[src/rtl/lsu_pkg.sv]
// Shared definitions for the load/store unit: op codes, FSM states, word width
// and the alignment rule applied when a request is accepted.
package lsu_pkg;

   localparam int WORD_W = 32;

   typedef enum logic [2:0] {
      OP_LW  = 3'd0,
      OP_LH  = 3'd1,
      OP_LHU = 3'd2,
      OP_LB  = 3'd3,
      OP_LBU = 3'd4,
      OP_SW  = 3'd5,
      OP_SH  = 3'd6,
      OP_SB  = 3'd7
   } op_e;

   typedef enum logic [1:0] {
      ST_IDLE = 2'd0,
      ST_RD   = 2'd1,
      ST_WR   = 2'd2,
      ST_RESP = 2'd3
   } state_e;

   // Word accesses need a 4-byte boundary, halfwords a 2-byte one, bytes none.
   function automatic logic is_misaligned(op_e op, logic [1:0] addr_lo);
      case (op)
         OP_LB, OP_LBU, OP_SB: return 1'b0;
         OP_LH, OP_LHU, OP_SH: return addr_lo[0];
         default:              return addr_lo != 2'b00;
      endcase
   endfunction

   function automatic logic is_subword_store(op_e op);
      return (op == OP_SH) || (op == OP_SB);
   endfunction

endpackage

[src/rtl/lsu_if.sv]
// CPU request/response and memory-port bundle of the load/store unit.
// slave is the LSU view; master is the CPU-plus-memory environment view.
interface lsu_if;
   import lsu_pkg::*;

   logic              req_valid;
   logic              req_ready;
   logic [2:0]        req_op;
   logic [WORD_W-1:0] req_addr;
   logic [WORD_W-1:0] req_wdata;
   logic [WORD_W-1:0] req_pc;
   logic              resp_valid;
   logic [WORD_W-1:0] resp_rdata;
   logic              resp_err;
   logic [WORD_W-1:0] mem_addr;
   logic [WORD_W-1:0] mem_wdata;
   logic              mem_we;
   logic              mem_re;
   logic [WORD_W-1:0] mem_rdata;
   logic [WORD_W-1:0] mem_pc;

   modport slave (
      input  req_valid, req_op, req_addr, req_wdata, req_pc, mem_rdata,
      output req_ready, resp_valid, resp_rdata, resp_err,
             mem_addr, mem_wdata, mem_we, mem_re, mem_pc
   );

   modport master (
      output req_valid, req_op, req_addr, req_wdata, req_pc, mem_rdata,
      input  req_ready, resp_valid, resp_rdata, resp_err,
             mem_addr, mem_wdata, mem_we, mem_re, mem_pc
   );

endinterface

[src/rtl/lsu_align.sv]
// Combinational byte-lane logic: load extract with sign/zero extension and
// store merge of a byte/halfword into the previously read word.
module lsu_align
   import lsu_pkg::*;
(
   input  op_e               op,
   input  logic [1:0]        addr_lo,
   input  logic [WORD_W-1:0] rdata,
   input  logic [WORD_W-1:0] wdata,
   output logic [WORD_W-1:0] load_data,
   output logic [WORD_W-1:0] store_word
);

   logic [7:0]  lane_b;
   logic [15:0] lane_h;

   always_comb begin
      lane_b = rdata[{addr_lo, 3'b000} +: 8];
      lane_h = addr_lo[1] ? rdata[31:16] : rdata[15:0];

      case (op)
         OP_LB:   load_data = {{24{lane_b[7]}}, lane_b};
         OP_LBU:  load_data = {24'd0, lane_b};
         OP_LH:   load_data = {{16{lane_h[15]}}, lane_h};
         OP_LHU:  load_data = {16'd0, lane_h};
         default: load_data = rdata;
      endcase

      // Untouched lanes keep the old memory contents.
      store_word = rdata;
      case (op)
         OP_SB: store_word[{addr_lo, 3'b000} +: 8] = wdata[7:0];
         OP_SH: begin
            if (addr_lo[1]) store_word[31:16] = wdata[15:0];
            else            store_word[15:0]  = wdata[15:0];
         end
         default: store_word = wdata;
      endcase
   end

endmodule

[src/rtl/lsu.sv]
// Load/store unit: single-outstanding FSM with read-modify-write for
// sub-word stores; all outputs come straight from flops.
module lsu
   import lsu_pkg::*;
(
   input  logic clk,
   input  logic reset,
   lsu_if.slave bus
);

   state_e            state_q,      state_d;
   op_e               op_q,         op_d;
   logic [1:0]        addr_lo_q,    addr_lo_d;
   logic [WORD_W-1:0] wdata_q,      wdata_d;
   logic              req_ready_q,  req_ready_d;
   logic              resp_valid_q, resp_valid_d;
   logic              resp_err_q,   resp_err_d;
   logic [WORD_W-1:0] resp_rdata_q, resp_rdata_d;
   logic [WORD_W-1:0] mem_addr_q,   mem_addr_d;
   logic [WORD_W-1:0] mem_wdata_q,  mem_wdata_d;
   logic              mem_we_q,     mem_we_d;
   logic              mem_re_q,     mem_re_d;
   logic [WORD_W-1:0] mem_pc_q,     mem_pc_d;

   op_e               req_op_e;
   logic [WORD_W-1:0] load_data;
   logic [WORD_W-1:0] store_word;

   assign req_op_e = op_e'(bus.req_op);

   lsu_align u_align (
      .op         (op_q),
      .addr_lo    (addr_lo_q),
      .rdata      (bus.mem_rdata),
      .wdata      (wdata_q),
      .load_data  (load_data),
      .store_word (store_word)
   );

   always_comb begin
      state_d      = state_q;
      op_d         = op_q;
      addr_lo_d    = addr_lo_q;
      wdata_d      = wdata_q;
      req_ready_d  = req_ready_q;
      resp_valid_d = 1'b0;
      resp_err_d   = resp_err_q;
      resp_rdata_d = resp_rdata_q;
      mem_addr_d   = mem_addr_q;
      mem_wdata_d  = mem_wdata_q;
      mem_we_d     = 1'b0;
      mem_re_d     = 1'b0;
      mem_pc_d     = mem_pc_q;

      case (state_q)
         ST_IDLE: begin
            if (bus.req_valid) begin
               op_d        = req_op_e;
               addr_lo_d   = bus.req_addr[1:0];
               wdata_d     = bus.req_wdata;
               mem_addr_d  = {bus.req_addr[WORD_W-1:2], 2'b00};
               mem_pc_d    = bus.req_pc;
               req_ready_d = 1'b0;
               if (is_misaligned(req_op_e, bus.req_addr[1:0])) begin
                  state_d      = ST_RESP;
                  resp_valid_d = 1'b1;
                  resp_err_d   = 1'b1;
                  resp_rdata_d = '0;
               end else if (req_op_e == OP_SW) begin
                  state_d     = ST_WR;
                  mem_we_d    = 1'b1;
                  mem_wdata_d = bus.req_wdata;
               end else begin
                  state_d  = ST_RD;
                  mem_re_d = 1'b1;
               end
            end
         end
         // mem_rdata is valid during RD; it either completes a load or seeds the merge.
         ST_RD: begin
            if (is_subword_store(op_q)) begin
               state_d     = ST_WR;
               mem_we_d    = 1'b1;
               mem_wdata_d = store_word;
            end else begin
               state_d      = ST_RESP;
               resp_valid_d = 1'b1;
               resp_err_d   = 1'b0;
               resp_rdata_d = load_data;
            end
         end
         ST_WR: begin
            state_d      = ST_RESP;
            resp_valid_d = 1'b1;
            resp_err_d   = 1'b0;
            resp_rdata_d = '0;
         end
         default: begin
            state_d      = ST_IDLE;
            req_ready_d  = 1'b1;
            resp_err_d   = 1'b0;
            resp_rdata_d = '0;
         end
      endcase
   end

   always_ff @(posedge clk or negedge reset) begin
      if (!reset) begin
         state_q      <= ST_IDLE;
         op_q         <= OP_LW;
         addr_lo_q    <= '0;
         wdata_q      <= '0;
         req_ready_q  <= 1'b1;
         resp_valid_q <= 1'b0;
         resp_err_q   <= 1'b0;
         resp_rdata_q <= '0;
         mem_addr_q   <= '0;
         mem_wdata_q  <= '0;
         mem_we_q     <= 1'b0;
         mem_re_q     <= 1'b0;
         mem_pc_q     <= '0;
      end else begin
         state_q      <= state_d;
         op_q         <= op_d;
         addr_lo_q    <= addr_lo_d;
         wdata_q      <= wdata_d;
         req_ready_q  <= req_ready_d;
         resp_valid_q <= resp_valid_d;
         resp_err_q   <= resp_err_d;
         resp_rdata_q <= resp_rdata_d;
         mem_addr_q   <= mem_addr_d;
         mem_wdata_q  <= mem_wdata_d;
         mem_we_q     <= mem_we_d;
         mem_re_q     <= mem_re_d;
         mem_pc_q     <= mem_pc_d;
      end
   end

   assign bus.req_ready  = req_ready_q;
   assign bus.resp_valid = resp_valid_q;
   assign bus.resp_err   = resp_err_q;
   assign bus.resp_rdata = resp_rdata_q;
   assign bus.mem_addr   = mem_addr_q;
   assign bus.mem_wdata  = mem_wdata_q;
   assign bus.mem_we     = mem_we_q;
   assign bus.mem_re     = mem_re_q;
   assign bus.mem_pc     = mem_pc_q;

endmodule

[src/flat_wrapper.sv]
// flat-port wrapper written by rule: the top's interface ports become plain ports
module lsu_flat import lsu_pkg::*;
  (clk, reset, bus_req_valid, bus_req_op, bus_req_addr, bus_req_wdata, bus_req_pc, bus_mem_rdata, bus_req_ready, bus_resp_valid, bus_resp_rdata, bus_resp_err, bus_mem_addr, bus_mem_wdata, bus_mem_we, bus_mem_re, bus_mem_pc);
  lsu_if bus_i ();
  input  logic clk;
  input  logic reset;
  input wire logic [$bits(bus_i.req_valid)-1:0] bus_req_valid;
  input wire logic [$bits(bus_i.req_op)-1:0] bus_req_op;
  input wire logic [$bits(bus_i.req_addr)-1:0] bus_req_addr;
  input wire logic [$bits(bus_i.req_wdata)-1:0] bus_req_wdata;
  input wire logic [$bits(bus_i.req_pc)-1:0] bus_req_pc;
  input wire logic [$bits(bus_i.mem_rdata)-1:0] bus_mem_rdata;
  output wire logic [$bits(bus_i.req_ready)-1:0] bus_req_ready;
  output wire logic [$bits(bus_i.resp_valid)-1:0] bus_resp_valid;
  output wire logic [$bits(bus_i.resp_rdata)-1:0] bus_resp_rdata;
  output wire logic [$bits(bus_i.resp_err)-1:0] bus_resp_err;
  output wire logic [$bits(bus_i.mem_addr)-1:0] bus_mem_addr;
  output wire logic [$bits(bus_i.mem_wdata)-1:0] bus_mem_wdata;
  output wire logic [$bits(bus_i.mem_we)-1:0] bus_mem_we;
  output wire logic [$bits(bus_i.mem_re)-1:0] bus_mem_re;
  output wire logic [$bits(bus_i.mem_pc)-1:0] bus_mem_pc;
  assign bus_i.req_valid = bus_req_valid;
  assign bus_i.req_op = bus_req_op;
  assign bus_i.req_addr = bus_req_addr;
  assign bus_i.req_wdata = bus_req_wdata;
  assign bus_i.req_pc = bus_req_pc;
  assign bus_i.mem_rdata = bus_mem_rdata;
  assign bus_req_ready = bus_i.req_ready;
  assign bus_resp_valid = bus_i.resp_valid;
  assign bus_resp_rdata = bus_i.resp_rdata;
  assign bus_resp_err = bus_i.resp_err;
  assign bus_mem_addr = bus_i.mem_addr;
  assign bus_mem_wdata = bus_i.mem_wdata;
  assign bus_mem_we = bus_i.mem_we;
  assign bus_mem_re = bus_i.mem_re;
  assign bus_mem_pc = bus_i.mem_pc;
  lsu u_core (.clk(clk), .reset(reset), .bus(bus_i));
endmodule
[config.mk]
export PLATFORM = sky130hd
export DESIGN_NAME = lsu_flat
export DESIGN_NICKNAME = d
export VERILOG_FILES = /design/src/rtl/lsu_pkg.sv /design/src/rtl/lsu_if.sv /design/src/rtl/lsu_align.sv /design/src/rtl/lsu.sv /design/src/flat_wrapper.sv
export SDC_FILE = /design/constraint.sdc
export NUM_CORES = 1
export LEC_CHECK = 0
export BUFFER_PORTS_ARGS = -buffer_cell sky130_fd_sc_hd__buf_2
export CAP_MARGIN = 20
export CORE_AREA = 2 2 155 157
export DETAILED_ROUTE_END_ITERATION = 16
export DIE_AREA = 0 0 157 159
export PLACE_DENSITY_LB_ADDON = 0.12
export SLEW_MARGIN = 10
export SYNTH_ARGS = -nofsm -noshare
export SYNTH_HDL_FRONTEND = slang
export SYNTH_HIERARCHICAL = 1
export SYNTH_SLANG_ARGS = --single-unit
export TNS_END_PERCENT = 1
[constraint.sdc]
create_clock -name clk -period 3.4 [get_ports clk]
set_input_delay 0.17 -clock clk [delete_from_list [all_inputs] [get_ports clk]]
set_output_delay 0.17 -clock clk [all_outputs]
set_load 0.01 [all_outputs]
### Yosys cells after proc, flatten, opt, wreduce, memory -nomap -nowiden

Index checks and enable logic that the tools add are counted.
Widths: inputs -> output; s select.

* bits in registers: 170
* bits of input ports: 134
* output and inout bits: 133
* logic and storage cells: 92

* add/sub/neg operators: 1
* equality and inequality tests: 21
* shifts and indexed selects: 3
* muxes and demuxes: 42
* bitwise gates (word level): 1
* reductions and logical operators: 11

Operators with widths (count)
* $mux 32: 7
* $pmux 32 s2: 3
* $pmux 32 s4: 1
* $mux 16: 3
* $bwmux 32: 1
* $shift 8x7->32 const A: 1
* $shiftx 32x6->8: 1
* $shiftx 8x7->32: 1
* $eq 3x3->1 const B: 7
* $mux 1: 18
* $eq 3x2->1 const B: 4
* $pmux 1 s2: 4
* $neg 5->7: 1
* $eq 3x1->1 const B: 2
* $mux 2: 3
* $ne 2x1->1 const B: 3
* $ne 2x2->1 const B: 3
* $pmux 2 s3: 1
* $reduce_or 3->1: 2
* $reduce_and 5->1: 1
* $reduce_and 2->1: 2
* $reduce_bool 2->1: 2
* $pmux 1 s3: 1
* $reduce_and 3->1: 1
* other kinds (6): 6

### Depth between registers and ports, before layout

Gate-level depths: netlist of the first run.

* depth after elaboration: 8
* mapped depth: 10
* mapped depth without buffers: 8

### Cells and area by module

Netlist of the first run, hierarchy kept.

Modules (own cells, without submodules)
* lsu: times used 1, cells each 503, area each 7200.7 um2, seq. area each 4255.3 um2
* lsu_align: times used 1, cells each 230, area each 1705.4 um2, seq. area each 0.0 um2

### Worst setup path after synthesis of the first run

Ideal clock, no wire load.

* kind: register to register
* start point: register u_core.addr_lo_q[1]
* end point: register u_core.mem_wdata_q[16] (netlist: u_core/bus.mem_wdata[16])
* library setup time: 0.125 ns
* arrival time: 2.311 ns
* data required time: 3.275 ns
* path slack: 0.964 ns
* stages on the path, launching flop included: 11
* buffers on the path: 2
* clock period less this slack: 2.436 ns
* cells stage by stage: dfrtp_1 buf_2 inv_2 buf_2 ha_1 nor4bb_1 a21oi_1 nor2_1 a21o_1 mux2_2 mux2_4

* cells in the longest elaborated chain, start to end: 6
* elaborated cells between the ends (all ways): 8
* those cells by class: 1 x add/sub; 2 x shift; 5 x mux

Ends and longest elaborated chain
* from (decl): RTL line lsu.sv:13 `logic [1:0] addr_lo_q, addr_lo_d;`
* from (signal assigned): RTL line lsu.sv:125 `addr_lo_q <= addr_lo_d;`
* $neg 5->7: RTL line lsu_align.sv:32 `OP_SB: store_word[{addr_lo, 3'b000} +: 8] = wdata[7:0];`
* $shiftx 8x7->32 or $shift 8x7->32 (tied branches): RTL line lsu_align.sv:32
* $bwmux 32: RTL line lsu_align.sv:32
* $pmux 32 s2 (*): RTL line lsu_align.sv:31 `case (op)`
* named net u_core.store_word[16]: RTL line lsu.sv:27 `logic [WORD_W-1:0] store_word;`
* $mux 32 (*): RTL line lsu.sv:81 `if (is_subword_store(op_q)) begin`
* $pmux 32 s2 (*): RTL line lsu.sv:55 `case (state_q)`
* to (signal assigned): RTL line lsu.sv:132 `mem_wdata_q <= mem_wdata_d;`
* to (decl): RTL line lsu.sv:20 `logic [WORD_W-1:0] mem_wdata_q, mem_wdata_d;`

Mark *: on every way through the listed nets, which the timed path passes. The rest lies on a longest branch. The select of a mux whose other input is x is not followed.
A chain may end at the register's enable or synchronous reset.

### Worst setup path after layout of the first run

* start point: register u_core.op_q[0]
* end point: register u_core.mem_wdata_q[28] (netlist: u_core/bus.mem_wdata[28])

* cells in the longest elaborated chain, start to end: 4
* elaborated cells between the ends (all ways): 8
* those cells by class: 3 x eq/ne; 3 x mux; 2 x reduce/logical

Ends and longest elaborated chain
* from (decl): RTL line lsu.sv:12 `op_e op_q, op_d;`
* from (signal assigned): RTL line lsu.sv:124 `op_q <= op_d;`
* $eq 3x3->1: RTL line lsu_align.sv:31
* $pmux 32 s2 (*): RTL line lsu_align.sv:31
* named net u_core.store_word[28]: RTL line lsu.sv:27
* $mux 32 (*): RTL line lsu.sv:81
* $pmux 32 s2 (*): RTL line lsu.sv:55

Marks and branches as above.

==> results of run 1 <==
-- final timing paths --
kind,start,endpoint,depth (start not counted),slack [ps]
hold reg to reg,u_core/bus.mem_addr[13],u_core/bus.mem_addr[13],1,500
max in group asynchronous,reset,u_core/bus.mem_addr[27],3,2140
min in group asynchronous,reset,u_core/bus.resp_rdata[8],2,310
hold / removal,bus_req_wdata[0],u_core/wdata_q[0],2,20
setup reg to reg,u_core/op_q[0],u_core/bus.mem_wdata[28],6,840
setup / recovery,u_core/op_q[0],u_core/bus.mem_wdata[28],6,840
-- placed cells by master, fill, tap and decap left out, drive strengths merged, types with 3 or more instances in the layout --
| master | instances |
|---|---|
| nor3b | 3 |
| a21o | 24 |
| a221oi | 8 |
| buf | 277 |
| a21oi | 12 |
| a2111oi | 4 |
| nand2 | 67 |
| dlygate4sd3 | 87 |
| o31ai | 3 |
| a22o | 16 |
| clkinv | 5 |
| clkbuf | 17 |
| nor3 | 6 |
| inv | 48 |
| nor2b | 6 |
| nor4 | 6 |
| nor2 | 18 |
| a221o | 10 |
| dfrtp | 169 |
| ha | 9 |
| clkinvlp | 3 |
| mux2 | 163 |
| a211oi | 17 |
| o21ai | 17 |
| a22oi | 10 |
| nand3 | 4 |
| mux2i | 41 |
-- worst max-delay path: stages, from the launching register on --
cell and delay, ps:
dfrtp_1 860, buf_4 330, nor2_1 70, a221oi_1 510, o21ai_1 130, mux2_2 280, mux2_4 270
-- state kept, by name, summed over array words and instances, names as in the netlist --
name / count
u_core/addr_lo_q: 2
u_core/bus.resp_err: 1
u_core/bus.mem_addr: 30
u_core/op_q: 3
u_core/bus.mem_we: 1
u_core/bus.mem_wdata: 32
u_core/bus.mem_re: 1
u_core/wdata_q: 32
u_core/bus.req_ready: 1
u_core/bus.resp_rdata: 32
u_core/bus.mem_pc: 32
u_core/bus.resp_valid: 1
u_core/state_q: 2
-- repair_timing --
item	4_1_cts	5_1_grt
buffers inserted	0	0
hold endpoints to repair	142	0
hold buffers	87	0
resized for setup	0	0
-- layer usage --
metal,up-vias,share of wire [%],global-route usage (%)
met2,292,46,34.5
met5,-,0,0
li1,3326,-,-
met3,23,7.6,5.88
met1,3447,45,30.6
met4,0,1.6,5.75
-- power by group through the flow --
stage          clock, mW  sequential, mW  combinational, mW
2_1_floorplan          0            3.95               3.96
3_3_place_gp           0            3.75               5.95
3_5_place_dp           0            3.76               5.98
4_1_cts             2.07            3.75               6.09
5_1_grt             2.15            3.89               6.59
6_report            2.01            3.74               6.06
-- cells by family after synthesis --
group / after synthesis
buffers and inverters: 87
other: 1
multiplexers: 205
AO/OA/AOI/OAI: 133
AND/OR/NAND/NOR: 127
flip-flops: 170
adder cells (fa/ha/maj): 9
XOR/XNOR: 1
-- per-stage QoR --
step | hold WS (ps) | setup WS, ps
3_5_place_dp | 197 | 901
5_1_grt | 4.93 | 683
6_report | 17.6 | 837
2_1_floorplan | -126 | 964
4_1_cts | 0.0749 | 878
3_3_place_gp | 194 | 895
-- cell type report --
type / instances / area (sq um) / share of cell area, %
clock inverters: 15 / 181 / 1.51
repair buffers: 364 / 2330 / 19.4
multi-input cells: 477 / 4250 / 35.4
clock buffers: 17 / 425 / 3.54
well taps: 319 / 399 / 3.33
flip-flops and latches: 170 / 4260 / 35.5
inverters: 42 / 158 / 1.31
==> reports/qor.csv, run 1 <==
stage,metric,value,unit
min_path,min-delay worst type,in2reg,
logic_synthesis,largest area contributor in the netlist,dfrtp_1,
placed_design,Inst Count DP,1285,
route,drt total wl,27200,microns
die,Die H,159,microns
logic_synthesis,main area contributors after synthesis,"dfrtp_1, mux2_2, mux2_4, mux2i_1, nand2_1",
power,switching share of power,39.9,%
timing,clk_skew,11.5,ps
placed_design,IO buf count,264,
cells_and_area,layout cells sized above 1,46.0,%
critical_path,Startpoint Class,register,
cells_and_area,"Core Util, Final",51.7,%
timing,RSZ-0062 raised after global routing,no,
clock_network,H-tree Lvls,4,
logic_synthesis,Synth warnings,6,
die,die area,25000,sq um
logic_synthesis,"EDFF count, synth",0,
logic_synthesis,Post-Syn Instances,733,
power,Internal Power,7.11,mW
route,DRC,0,
die,starting density of the core,38.4,%
route,1st-pass router iterations,5,
logic_synthesis,dominant synthesized flop cell,dfrtp_1,
global_routing,initial antenna violation count,0,
logic_synthesis,post-synthesis xor/xnor area fraction,0.183,%
critical_path,critical path class,reg2reg,
timing,Pins Over Slew Limit,0,
logic_synthesis,post-synthesis sequential area ratio,47.8,%
route,vias,7088,
global_routing,Tot GR Track Use,22.1,%
timing,f_max,0.390,GHz
timing,Fin. Hold Viols,0,
cells_and_area,fin area,12000,sq um
placed_design,Final GP Congestion,0.844,
logic_synthesis,top cell type's share of synthesized area,47.5,%
power,Seq pwr share,31.7,%
timing,max_slew headroom,47.3,%
die,# rows,56,
logic_synthesis,simple-gate share of the synthesized area,7.50,%
timing,Worst Max-Slew Pin Slew,791,ps
global_routing,vias in the first global route,7394,
route,Antenna Violating Nets Remaining,0,
logic_synthesis,"Distinct cells, synth",70,
timing,final setup vio count,0,
logic_synthesis,Commonest cells post-synth,"dfrtp_1, mux2_2, nand2_1",
timing,setup_tns,0,ps
run,MaxCap Viol Count,0,
logic_synthesis,post-synthesis adder-cell area fraction,1.26,%
placed_design,dpl hpwl,19100,microns
clock_network,CTS root buf,clkbuf_16,
logic_synthesis,largest family of logic cells by synthesized area,multiplexers,
logic_synthesis,"FFs w/ async S/R, synth",100,%
logic_synthesis,cell area after synthesis,8910,sq um
critical_path,CP max FO,20,
power,Comb power frac,51.3,%
status,status,completed,
critical_path,Critical Path RT,3700,ps
critical_path,CP endpoint kind,register,
placed_design,post-placement cell area,10500,sq um
route,Wirelength per Cell,19.4,microns
power,Final Power,11.8,mW
cells_and_area,number of diodes,0,
timing,period utilization,75.4,%
critical_path,Crit path arrival time,2870,ps
power,NetSw,4.71,mW
global_routing,GRT overflow,0,
global_routing,maximum number of pins on one net before global-route repair,104,
clock_network,"CTS clk-pin slew, worst paths",80,ps
power,power share of the clock group,17.0,%
logic_synthesis,cell with the most instances after synthesis,dfrtp_1,
cells_and_area,nets@finish,1215,
clock_network,Inserted Clock Buffers,17,
logic_synthesis,Synth Register Bits,170,
cells_and_area,number of fill cells,2070,
die,core area,23200,sq um
logic_synthesis,Syn Area/Cell,12.2,sq um
route,DR vias/cell,5.05,
clock_network,"Clk Latency, worst-skew pair",420,ps
cells_and_area,Area Growth Syn to Fin,34.8,%
power,pwr dens,984,nW/um^2
route,1st-iter DRT viols,383,
clock_network,TritonCTS clock tree,built,
timing,Tmin final,2560,ps
global_routing,first-pass GRT wire length,42900,microns
logic_synthesis,Synth Area in Compound Gates,11.8,%
power,P_leak,5.81,nW
die,Horiz. Die Dim,157,microns
clock_network,clock sinks,170,
clock_network,deepest clock path buffer count,2,
cells_and_area,Non-Filler Instances,1404,
die,IO Pins,267,
power,worst vdd ir,716,uV
logic_synthesis,mux cell area share after synthesis,26.7,%
No activity file was read; power rests on OpenSTA's default activity.
==> run 2, diff against run 1 <==
==> constraint.sdc (replaced) <==
create_clock -name clk -period 2.4 [get_ports clk]
set_input_delay 0.12 -clock clk [delete_from_list [all_inputs] [get_ports clk]]
set_output_delay 0.12 -clock clk [all_outputs]
set_load 0.01 [all_outputs]
==> run 2 against run 1 <==
  * Clock skew rose by 3.9 ps
  * Final cell count rose by 2.3%
  * Global-route usage rose by 0.10 points
  * Non-clock buffer count rose by 31
  * Worst hold slack improved by 16 ps
  * Fmax rose by 13%
  * Sequential power rose by 40%
  * Register-to-register slack got worse by 710 ps
  * Sequential share of layout area fell by 1.0 points
  * Utilization rose by 1.6 points
  * Power rose by 46%
  * Via count rose by 3.3%
==> reports/qor.csv, run 2 (same netlist as run 1, synthesis figures left out) <==
stage,metric,value,unit,change
status,status,completed,,unchanged
power,pwr dens,1390,nW/um^2,was 984 nW/um^2
min_path,min-delay src,bus_req_op[2],,was bus_req_wdata[0]
route,1st-pass router iterations,5,,unchanged
placed_design,Final GP Congestion,0.875,,was 0.844
timing,Pins Over Slew Limit,0,,unchanged
critical_path,Startpoint Class,register,,unchanged
placed_design,dpl hpwl,19500,microns,"was 19,100 microns"
timing,Worst Max-Slew Pin Slew,519,ps,was 791 ps
critical_path,critical path class,reg2reg,,unchanged
die,IO Pins,267,,unchanged
clock_network,clock sinks,170,,unchanged
critical_path,Crit path arrival time,2590,ps,was 2870 ps
cells_and_area,most frequent cells in the layout,"buf_2, dfrtp_1, mux2_2",,unchanged
global_routing,maximum number of pins on one net before global-route repair,65,,was 104
route,1st-iter DRT viols,421,,was 383
critical_path,CP endpoint kind,register,,unchanged
power,P_leak,6.00,nW,was 5.81 nW
die,core area,23200,sq um,unchanged
clock_network,Inserted Clock Buffers,17,,unchanged
global_routing,GRT overflow,0,,unchanged
clock_network,"CTS clk-pin slew, worst paths",80,ps,about the same
timing,final setup vio count,0,,unchanged
route,Antenna Violating Nets Remaining,0,,unchanged
timing,RSZ-0062 raised after global routing,no,,unchanged
placed_design,IO buf count,264,,unchanged
route,vias,7324,,"was 7,088"
min_path,min-delay worst type,in2reg,,unchanged
global_routing,vias in the first global route,7510,,"was 7,394"
clock_network,H-tree Lvls,4,,unchanged
global_routing,first-pass GRT wire length,42900,microns,about the same
cells_and_area,area of the multi-input gates,4260,sq um,was 4250 sq um
critical_path,r2r setup slk,120,ps,was 840 ps
timing,clk_skew,15.5,ps,was 11.5 ps
global_routing,initial antenna violation count,1,,was 0
critical_path,Critical Path RT,2710,ps,was 3700 ps
route,drt total wl,27400,microns,"was 27,200 microns"
cells_and_area,layout cells sized above 1,46.8,%,was 46.0%
die,starting density of the core,38.4,%,unchanged
cells_and_area,Reg area,4260,sq um,about the same
timing,max_slew headroom,65.3,%,was 47.3%
critical_path,worst r2r src,u_core/addr_lo_q[1],,was u_core/op_q[0]
timing,period utilization,94.9,%,was 75.4%
die,# rows,56,,unchanged
die,Die H,159,microns,unchanged
critical_path,Setup crit start,u_core/addr_lo_q[1],,was u_core/op_q[0]
cells_and_area,"Core Util, Final",53.3,%,was 51.7%
critical_path,Reg2Reg Depth,7,,was 6
route,Wirelength per Cell,19.1,microns,was 19.4 microns
die,Horiz. Die Dim,157,microns,unchanged
timing,Fin. Hold Viols,0,,unchanged
cells_and_area,nets@finish,1246,,"was 1,215"
critical_path,RR Endpoint,u_core/bus.mem_wdata[28],,unchanged
timing,Tmin final,2280,ps,was 2560 ps
clock_network,deepest clock path buffer count,2,,unchanged
clock_network,"Clk Latency, worst-skew pair",440,ps,was 420 ps
critical_path,CP endpoint,u_core/bus.mem_wdata[28],,unchanged
die,die area,25000,sq um,unchanged
route,DR vias/cell,5.10,,was 5.05
power,worst vdd ir,558,uV,was 716 uV
timing,f_max,0.439,GHz,was 0.390 GHz
placed_design,DP Worst Slack,-35.9,ps,was 901 ps
run,MaxCap Viol Count,0,,unchanged
cells_and_area,number of fill cells,2100,,"was 2,070"
clock_network,TritonCTS clock tree,built,,unchanged
clock_network,CTS root buf,clkbuf_16,,unchanged
cells_and_area,"commonest non-fill, non-tap cell in the layout",buf_2,,unchanged
cells_and_area,Area Growth Syn to Fin,38.9,%,was 34.8%
route,DRC,0,,unchanged
critical_path,CP max FO,8,,was 20
clock_network,Post-CTS Setup Bufs,0,,unchanged
global_routing,Tot GR Track Use,22.2,%,was 22.1%
timing,Final WS setup,122,ps,was 837 ps
## run 2: cell types whose count changed in the layout (fill, tap and decap cells not counted), moves of 2 or more
cell	previous run	this run
buf_12	3	10
a221oi_1	8	6
clkinvlp_4	3	0
a221oi_2	0	2
buf_4	10	23
dlygate4sd3_1	87	98
## run 2: critical path, stage by stage (launching register included)
cell      delay, ps
dfrtp_2         470
buf_4           170
ha_1            220
nor4b_4         180
a221oi_1        450
o21ai_1         110
mux2_2          270
mux2_4          270
## run 2: cell type report
cell class | count | share of cell area [%]
repair buffers | 395 | 21.7
inverters | 42 | 1.27
well taps | 319 | 3.23
flip-flops and latches | 170 | 34.4
clock buffers | 18 | 3.55
multi-input cells | 477 | 34.5
diodes | 1 | 0.0202
clock inverters | 14 | 1.39
## run 2: what timing repair did
action	in CTS	in global routing
endpoints found under the hold margin	138	0
setup endpoints to repair	2	10
resized for setup	2	1
hold buffers	98	0
## run 2: report_power, final
group          internal, mW  total, mW  switching, mW
Combinational          4.62       9.09           4.46
Clock                  1.53       2.87           1.34
Sequential             4.30       5.25          0.953
## run 2: worst min-delay path by stage
stage | to | slack [ps] | cells past startpoint
floorplan | u_core/addr_lo_q[0] | -180 | 0
global placement | u_core/bus.resp_rdata[24] | 100 | 1
detailed placement | u_core/bus.resp_rdata[24] | 100 | 1
CTS | u_core/op_q[2] | 20 | 2
global route | u_core/op_q[2] | 30 | 2
finish | u_core/op_q[2] | 30 | 2
## run 2: per-layer routing
layer | GRT usage [%] | wire [microns] | part of all wire (%)
met1 | 29.8 | 12200 | 44
met2 | 34.8 | 12700 | 46
met3 | 6.07 | 1970 | 7.2
met4 | 7.46 | 582 | 2.1
met5 | 0 | 0 | 0
## run 2: per-stage QoR
| stage | instance area [sq um] | TNS, ps | power [mW] | hold WS (ps) | instances |
|---|---|---|---|---|---|
| 2_1_floorplan | 8910 | 0 | 11.2 | -176 | 734 |
| 3_3_place_gp | 10800 | -36.7 | 14.1 | 99.4 | 1304 |
| 4_1_cts | 12400 | 0 | 17.3 | 15.8 | 1435 |
| 3_5_place_dp | 10800 | -35.9 | 14.2 | 96.8 | 1305 |
| 6_report | 12400 | 0 | 17.2 | 33.9 | 1436 |
| 5_1_grt | 12400 | 0 | 18.3 | 29.3 | 1436 |
